$ cat config.mk
export PLATFORM = sky130hd
export DESIGN_NAME = sevseg_bin_decoder
export DESIGN_NICKNAME = d
export VERILOG_FILES = /design/src/rtl/sevseg_bin_decoder.sv
export SDC_FILE = /design/constraint.sdc
export NUM_CORES = 1
export LEC_CHECK = 0
export CORE_MARGIN = 2
export CORE_UTILIZATION = 45
export CTS_CLUSTER_SIZE = 16
export DETAILED_ROUTE_END_ITERATION = 8
export GPL_TIMING_DRIVEN = 1
export MAX_ROUTING_LAYER = met4
export PLACE_DENSITY_LB_ADDON = 0.25
export REMOVE_ABC_BUFFERS = 1
export SLEW_MARGIN = 25
export SYNTH_ARGS = -nofsm -noshare
export SYNTH_HDL_FRONTEND = slang
export SYNTH_SLANG_ARGS = --single-unit
$ cat constraint.sdc
create_clock -name clk -period 2.33 [get_ports clk]
set_clock_uncertainty 0.1 [all_clocks]
set_input_delay 0.3495 -clock clk [delete_from_list [all_inputs] [get_ports clk]]
set_output_delay 0.3495 -clock clk [all_outputs]
set_load 0.05 [all_outputs]
$ cat src/rtl/sevseg_bin_decoder.sv
// Seven-segment pattern to binary decoder with stability filter, valid/ready handshake
// and sticky overrun flag. Define SEVSEG_HEX_EN to also accept the hex glyphs A..F.
module sevseg_bin_decoder #(
  parameter int unsigned STABLE_CYC = 4
) (
  input  logic       clk,
  input  logic       rst_n,
  input  logic       a,
  input  logic       b,
  input  logic       c,
  input  logic       d,
  input  logic       e,
  input  logic       f,
  input  logic       g,
  input  logic       ready,
  output logic [3:0] D,
  output logic       valid,
  output logic       err,
  output logic       ovf
);

  localparam logic [1:0] StIdle       = 2'd0;
  localparam logic [1:0] StHold       = 2'd1;
  localparam logic [1:0] StWaitChange = 2'd2;

  localparam logic [3:0] StableCnt = 4'(STABLE_CYC);

  logic [6:0] seg_d, seg_q;
  logic [6:0] rep_d, rep_q;
  logic [3:0] cnt_d, cnt_q;
  logic [1:0] state_d, state_q;
  logic [3:0] d_d, d_q;
  logic       valid_d, valid_q;
  logic       err_d, err_q;
  logic       ovf_d, ovf_q;
  logic       stable;
  logic [4:0] dec;

  // Returns {err, value}; unknown patterns map to value 0 with err set.
  function automatic logic [4:0] decode(input logic [6:0] p);
    logic [4:0] r;
    case (p)
      7'b1111110: r = {1'b0, 4'h0};
      7'b0110000: r = {1'b0, 4'h1};
      7'b1101101: r = {1'b0, 4'h2};
      7'b1111001: r = {1'b0, 4'h3};
      7'b0110011: r = {1'b0, 4'h4};
      7'b1011011: r = {1'b0, 4'h5};
      7'b1011111: r = {1'b0, 4'h6};
      7'b1110000: r = {1'b0, 4'h7};
      7'b1111111: r = {1'b0, 4'h8};
      7'b1111011: r = {1'b0, 4'h9};
`ifdef SEVSEG_HEX_EN
      7'b1110111: r = {1'b0, 4'hA};
      7'b0011111: r = {1'b0, 4'hB};
      7'b1001110: r = {1'b0, 4'hC};
      7'b0111101: r = {1'b0, 4'hD};
      7'b1001111: r = {1'b0, 4'hE};
      7'b1000111: r = {1'b0, 4'hF};
`endif
      default:    r = {1'b1, 4'h0};
    endcase
    return r;
  endfunction

  assign seg_d  = {a, b, c, d, e, f, g};
  assign stable = (cnt_q == StableCnt);
  assign dec    = decode(seg_q);

  always_comb begin
    if (seg_d != seg_q) begin
      cnt_d = 4'd1;
    end else if (cnt_q < StableCnt) begin
      cnt_d = cnt_q + 4'd1;
    end else begin
      cnt_d = cnt_q;
    end
  end

  always_comb begin
    state_d = state_q;
    valid_d = valid_q;
    d_d     = d_q;
    err_d   = err_q;
    ovf_d   = ovf_q;
    rep_d   = rep_q;
    case (state_q)
      StIdle: begin
        if (stable && (seg_q != 7'd0)) begin
          d_d     = dec[3:0];
          err_d   = dec[4];
          valid_d = 1'b1;
          rep_d   = seg_q;
          state_d = StHold;
        end
      end
      StHold: begin
        if (ready) begin
          valid_d = 1'b0;
          state_d = StWaitChange;
        end else if (stable && (seg_q != rep_q)) begin
          // Dropped pattern becomes the reference so it is not reported after the handshake.
          ovf_d = 1'b1;
          rep_d = seg_q;
        end
      end
      StWaitChange: begin
        if (seg_q != rep_q) begin
          state_d = StIdle;
        end
      end
      default: state_d = StIdle;
    endcase
  end

  always_ff @(posedge clk or negedge rst_n) begin
    if (!rst_n) begin
      seg_q   <= 7'd0;
      rep_q   <= 7'd0;
      cnt_q   <= 4'd0;
      state_q <= StIdle;
      d_q     <= 4'd0;
      valid_q <= 1'b0;
      err_q   <= 1'b0;
      ovf_q   <= 1'b0;
    end else begin
      seg_q   <= seg_d;
      rep_q   <= rep_d;
      cnt_q   <= cnt_d;
      state_q <= state_d;
      d_q     <= d_d;
      valid_q <= valid_d;
      err_q   <= err_d;
      ovf_q   <= ovf_d;
    end
  end

  assign D     = d_q;
  assign valid = valid_q;
  assign err   = err_q;
  assign ovf   = ovf_q;

endmodule

[Yosys cells after proc, flatten, opt, wreduce, memory -nomap -nowiden]
Cells that the tools add are included.
Cells by class
  equal/unequal tests: 20
  mux-type cells: 14
  bitwise gates (word level): 1
  $add $sub $neg: 1
  reductions and logical operators: 11
  order comparisons: 1
Operators by type and width (count)
  $eq 7x7->1 const B: 8
  $pmux 5 s10: 1
  $mux 7: 3
  $eq 7x6->1 const B: 2
  $ne 7x7->1: 2
  $pmux 7 s2: 1
  $ne 2x2->1 const B: 5
  $reduce_and 3->1: 3
  $mux 4: 2
  $reduce_bool 7->1: 1
  $mux 2: 3
  $pmux 2 s3: 1
  $add 4x1->4 const B: 1
  $eq 4x3->1 const B: 1
  $lt 4x3->1 const B: 1
  $reduce_and 4->1: 1
  $reduce_bool 2->1: 2
  $eq 2x1->1 const B: 1
  $eq 2x2->1 const B: 1
  $logic_and 1x1->1: 2
  $logic_not 2->1: 1
  $mux 1: 2
  $pmux 1 s2: 1
  $reduce_and 2->1: 1
  $not 1->1: 1
Word-level totals
  logic and storage cells: 56
  register bits after elaboration: 27
  output and inout bits: 7
  bits of input ports: 10

[Logic depth before layout (Yosys ltp)]
Gate-level depths: netlist of run 1.
  depth in word-level cells: 5
  mapped depth: 6
  depth with buffers taken out: 6

[Least setup slack after synthesis of run 1]
No wires, ideal clock.
  path kind: register -> register
  from: register cnt_q[0]
  to: register rep_q[0]
  data arrival time: 1.739 ns
  stages on the path, launching flop included: 7
  data required time: 2.105 ns
  period minus slack after synthesis: 1.964 ns
  library setup time: 0.125 ns
  buffers on the path: 0
  slack: 0.366 ns
  cells stage by stage: dfrtp_1 inv_1 ha_1 nand4bb_1 a311o_2 a41oi_4 mux2_2
Between the ends
  word-level cells in the longest chain between the ends: 4
  elaborated cells between the ends (all ways): 6
  those cells by class: eq/ne (3); reduce/logical (3)
Ends and longest elaborated chain
  from (decl): RTL line 30  | logic [3:0] cnt_d, cnt_q;
  from (signal assigned): RTL line 129  | cnt_q <= cnt_d;
  $eq 4x3->1 (*): RTL line 67  | assign stable = (cnt_q == StableCnt);
  $logic_and 1x1->1, on equally long branches: RTL line 101, 89
  $ne 2x2->1 (no source line)
  $reduce_and 4->1 (no source line) (*)
  to (signal assigned): RTL line 128  | rep_q <= rep_d;
  to (decl): RTL line 29  | logic [6:0] rep_d, rep_q;
Every way passes the cells marked *; elsewhere a longest branch is shown, timed or not.
A chain may end at the register's enable or synchronous reset.

[Worst setup path in the final report of run 1]
  from: register cnt_q[0]
  to: register rep_q[1]
Same word-level chain as after synthesis.

==> results.tsv, run 1 <==
metric	value	unit
startpoint_type	flip-flop	
hold_viol_final	0	
critPathMaxFanout	7	
fmax	480	MHz
fin_cells	198	
area_delta_synth_final	18.3	%
fin_tns_setup	0	ns
syn_area	0.00144	mm2
yosysSeqAreaShare	0.470	
grtUsageMet3	0.0213	
maxSlewViolCount	0	
placement.io_buffers	16	
ys_ff_latch	27	
cp-end-kind	flip-flop	
overflow	0	
drt_iter0_drc	44	
worst_pin_slew	0.605	ns
cts_buffers	3	
power_density	459	mW/mm2
syn_area_per_cell	10.8	um2
vdd_drop_max	0.000300	V
hold_path.class	in -> async	
cts_max_level	1	
path_clk_slew	0.16	ns
leakage	0.738	nW
setup_violations	0	
fp.dieH	60.5	um
ios	17	
clock-root-buffer	clkbuf_4	
crit_path_top_delay_cell	dfrtp_1	
grt_max_degree	28	
final_layout_size_suffix_gt1_frac	0.175	
layout_min_cycle_time	2.08	ns
gp_congestion	0.752	
dr.pass1.iters	4	
dp_hpwl	1.90	mm
synth.distinct_cells	39	
cts_hold_buf	0	
antennaDiodeCount	0	
cts_buffer_depth	2	
wirelength	2.54	mm
vias	1031	
maxCapViolCount	0	
nNetsFinal	167	
cts_resized	0	
grt.busiest_layer	met2	
regArea	676	um2
rsz0062_at_grt	no	
clock_latency	0.32	ns
grt_pass1_wl	4.62	mm
cp.arrival	2.20	ns
synth_cells	133	
status	finished, final reports clean	
layout_commonest_cell	dfrtp_1	
initial_utilization	0.471	
cp.required	2.45	ns
fp.dieW	60.5	um
mostFrequentLayoutCells	27 x dfrtp_1, 16 x clkdlybuf4s50_1, 11 x nor2_1, 11 x xor2_1, 9 x mux2_2	
slowest_delay	0.43	ns
final.fill_count	291	
grt_usage	0.171	
crit_chain	inv_1 -> ha_1 -> nand4bb_1 -> a311o_2 -> a41oi_4 -> mux2_2	
cts.sinks	27	
met1_usage	0.225	
cts_tree	done	
core_region_area	0.00305	mm2
routed_via_density	5.21	
dp.cells	194	
rows	20	
grt_pass1_vias	1028	
relSlewSlack	0.596	
grt_antenna_before_repair	0	
die-area	0.00366	mm2
post_cts_buffers	0	
yosys_warnings	0	
use_met2	0.280	
drc	0	
critPathKind	reg -> reg	
period_share	0.894	
ant_nets	0	
wl_per_cell	12.8	um
multi_input_area	696	um2
[state kept, by name, summed over array words and instances (netlist names)]
register  count
D             4
cnt_q         4
err           1
ovf           1
rep_q         7
seg_q         7
state_q       2
valid         1
[kinds of logic (layout without fill, tap and decap cells)]
| group | after synthesis | count (layout) | share of synthesized area |
|---|---|---|---|
| AND/OR/NAND/NOR | 43 | 43 | 0.177 |
| multiplexers | 9 | 9 | 0.0705 |
| buffers and inverters | 14 | 35 | 0.0461 |
| XOR/XNOR | 16 | 16 | 0.0975 |
| AO/OA/AOI/OAI | 22 | 22 | 0.122 |
| adder cells (fa/ha/maj) | 2 | 2 | 0.0174 |
| flip-flops | 27 | 27 | 0.470 |
[final cells by class]
cell class              count  share of cell area
flip-flops and latches     27               0.397
well taps                  44              0.0324
clock buffers               3              0.0132
clock inverters             1             0.00294
multi-input cells          92               0.409
inverters                   7              0.0155
repair buffers             24               0.130
[synth_stat cells (all sizes together)]
master	instances	area [um2]
a211oi	3	27.5
a21o	2	15.0
a21oi	5	25.0
a2bb2oi	1	8.76
a311o	1	11.3
a31oi	2	12.5
a41oi	1	27.5
and2	1	6.26
and3	1	6.26
buf	4	28.8
clkbuf	3	11.3
dfrtp	27	676
ha	2	25.0
inv	7	26.3
mux2	9	101
nand2	6	22.5
nand2b	3	18.8
nand3	6	30.0
nand3b	3	22.5
nand4	1	6.26
nand4b	2	17.5
nand4bb	1	11.3
nor2	11	41.3
nor2b	1	6.26
nor3	2	10.0
nor4	4	46.3
o2111ai	1	8.76
o21ai	3	15.0
o221ai	1	8.76
o22ai	1	6.26
o2bb2ai	1	8.76
or3b	1	8.76
xnor2	5	43.8
xor2	11	96.3
[per-stage QoR]
stage                     hold slack (ns)  setup WS [ns]  area (um2)  utilization  total power, W
after detailed placement            0.351         0.0999        1670        0.548        0.000584
after floorplan                   -0.0461          0.366        1400            -        0.000534
final                               0.271          0.246        1700        0.557        0.000780
after CTS                           0.285          0.242        1700        0.557        0.000787
after global placement              0.346          0.137        1670        0.548        0.000581
after global routing                0.302          0.158        1700        0.557        0.000822
[path summary, 6_finish.rpt]
path	startpoint	to	slack [ns]	depth (start not counted)
max	cnt_q[0]	rep_q[1]	0.25	6
min	rst_n	state_q[1]	0.27	2
max reg2reg	cnt_q[0]	rep_q[1]	0.25	6
min reg2reg	ovf	ovf	0.38	1
max in group asynchronous	rst_n	seg_q[2]	1.60	2
min in group clk	ovf	ovf	0.38	1
[per-layer routing]
| metal | up-vias | wire length [um] |
|---|---|---|
| li1 | 511 | - |
| met1 | 492 | 1210 |
| met2 | 24 | 1200 |
| met3 | 4 | 96 |
| met4 | 0 | 24 |
| met5 | - | 0 |
[worst max-delay path, delay by kind of cell (launching register included)]
kind / cells / cell delay [ns]
adder cells (fa/ha/maj): 1 / 0.15
buffers and inverters: 1 / 0.07
flip-flops: 1 / 0.43
multiplexers: 1 / 0.38
AND/OR/NAND/NOR: 1 / 0.14
AO/OA/AOI/OAI: 2 / 0.71
[power breakdown]
group / internal [W] / switching [W] / total (W)
clock: 0.0000642 / 0.000142 / 0.000206
sequential: 0.000475 / 0.00000794 / 0.000483
combinational: 0.0000422 / 0.0000488 / 0.0000911
total: 0.000582 / 0.000199 / 0.000780
Power figures use the tool's default switching activity.
==> run 2, diff against run 1 <==
Settings changed: CORE_UTILIZATION 45 to 59, REMOVE_ABC_BUFFERS 1 to default.
Clock period 2.33 ns to 2.6 ns, I/O delays scaled along.
==> run 2 against run 1 <==
Power down 11%. Register-to-register slack improved by 0.19 ns. First-iteration DRC count down 55%. Wire length increased by 11%.
==> results.tsv, run 2 (same netlist as run 1, synthesis figures left out) <==
metric	value	unit
startpoint_type	flip-flop	
crit_path_top_delay_cell	dfrtp_1	
cts_tree	done	
vdd_drop_max	0.000336	V
top_regs	rep_q: 7 flops, seg_q: 7 flops	
wirelength	2.83	mm
grt_pass1_vias	1013	
status	finished, final reports clean	
relSlewSlack	0.560	
ios	17	
grt_usage	0.246	
fin_tns_setup	0	ns
core_region_area	0.00225	mm2
slowest_delay	0.44	ns
final_layout_size_suffix_gt1_frac	0.152	
regArea	676	um2
fmax	462	MHz
clock_latency	0.33	ns
worst_pin_slew	0.659	ns
hold_path.class	in -> async	
ant_nets	0	
cp-end-kind	flip-flop	
grt_antenna_before_repair	0	
syn-num-nets	145	
clock-root-buffer	clkbuf_4	
critPathMaxFanout	7	
multi_input_area	696	um2
area_delta_synth_final	15.2	%
period_share	0.832	
dp_hpwl	2.07	mm
cts_buffers	3	
cts_hold_buf	0	
routed_via_density	5.77	
drt_iter0_drc	20	
cp.arrival	2.30	ns
maxCapViolCount	0	
final.fill_count	180	
layout_commonest_cell	dfrtp_1	
crit_chain	inv_1 -> ha_1 -> nand4bb_1 -> a311o_2 -> a41oi_4 -> mux2_2	
wl_met3	86	um
placement.io_buffers	16	
fp.dieH	53.4	um
leakage	0.721	nW
power	0.000698	W
dp_slack	0.314	ns
grt_pass1_wl	4.73	mm
rows	17	
final_util	0.735	
grt_max_degree	16	
vias	1033	
reg2reg_slack	0.44	ns
cts_resized	0	
drc	0	
nNetsFinal	164	
gp_congestion	0.837	
post_cts_buffers	0	
mostFrequentLayoutCells	27 x dfrtp_1, 16 x clkdlybuf4s50_1, 11 x nor2_1, 11 x xor2_1, 9 x mux2_2	
overflow	0	
path_clk_slew	0.14	ns
dr_wl_met2	1.38	mm
dr.pass1.iters	4	
critPathKind	reg -> reg	
cts_buffer_depth	2	
cts_max_level	1	
hold_viol_final	0	
wl_met1	1.31	mm
fp.dieW	53.4	um
layout_setup_ws	0.436	ns
die-area	0.00285	mm2
power_density	421	mW/mm2
cp.required	2.73	ns
top_layer_used	met4	
wl_per_cell	15.8	um
maxSlewViolCount	0	
rsz0062_at_grt	no	
layout_min_cycle_time	2.16	ns
setup_violations	0	
initial_utilization	0.638	
antennaDiodeCount	0	
cts.sinks	27	
-- run 2: cell type report --
cell class              instances  share of cell area
clock buffers                   4              0.0159
inverters                       7              0.0159
well taps                      28              0.0211
flip-flops and latches         27               0.408
repair buffers                 21               0.119
multi-input cells              92               0.420
-- run 2: power breakdown --
part	switching [W]	total (W)	internal, W	leakage, nW
sequential	0.0000116	0.000437	0.000426	0.356
clock	0.000124	0.000185	0.0000602	0.0150
combinational	0.0000407	0.0000756	0.0000349	0.350
total	0.000177	0.000698	0.000521	0.721
-- run 2: stage by stage --
stage | std cells | cell area [um2] | hold WS [ns]
CTS | 179 | 1660 | 0.340
floorplan | 133 | 1440 | -0.00559
detailed placement | 175 | 1630 | 0.349
finish | 179 | 1660 | 0.320
global route | 179 | 1660 | 0.368
global placement | 175 | 1630 | 0.342
-- run 2: worst paths after layout --
check,depth (start not counted),startpoint,endpoint
worst min register to register,1,ovf,ovf
min in group clk,1,ovf,ovf
worst max register to register,6,cnt_q[0],rep_q[2]
worst min-delay path,1,rst_n,err
worst max-delay path,6,cnt_q[0],rep_q[2]
max in group asynchronous,2,rst_n,rep_q[5]
-- run 2: routing by layer --
| layer | global-route usage | vias up |
|---|---|---|
| li1 | - | 504 |
| met1 | 0.296 | 502 |
| met2 | 0.407 | 23 |
| met3 | 0.0311 | 4 |
| met4 | 0.115 | 0 |
| met5 | - | - |
-- run 2: worst max-delay path, delay by kind of cell, from the launching register on --
family	cells	cell delay [ns]
fa+ha+maj	1	0.17
flops	1	0.44
simple gates	1	0.16
compound gates	2	0.75
buf+inv	1	0.07
mux	1	0.38
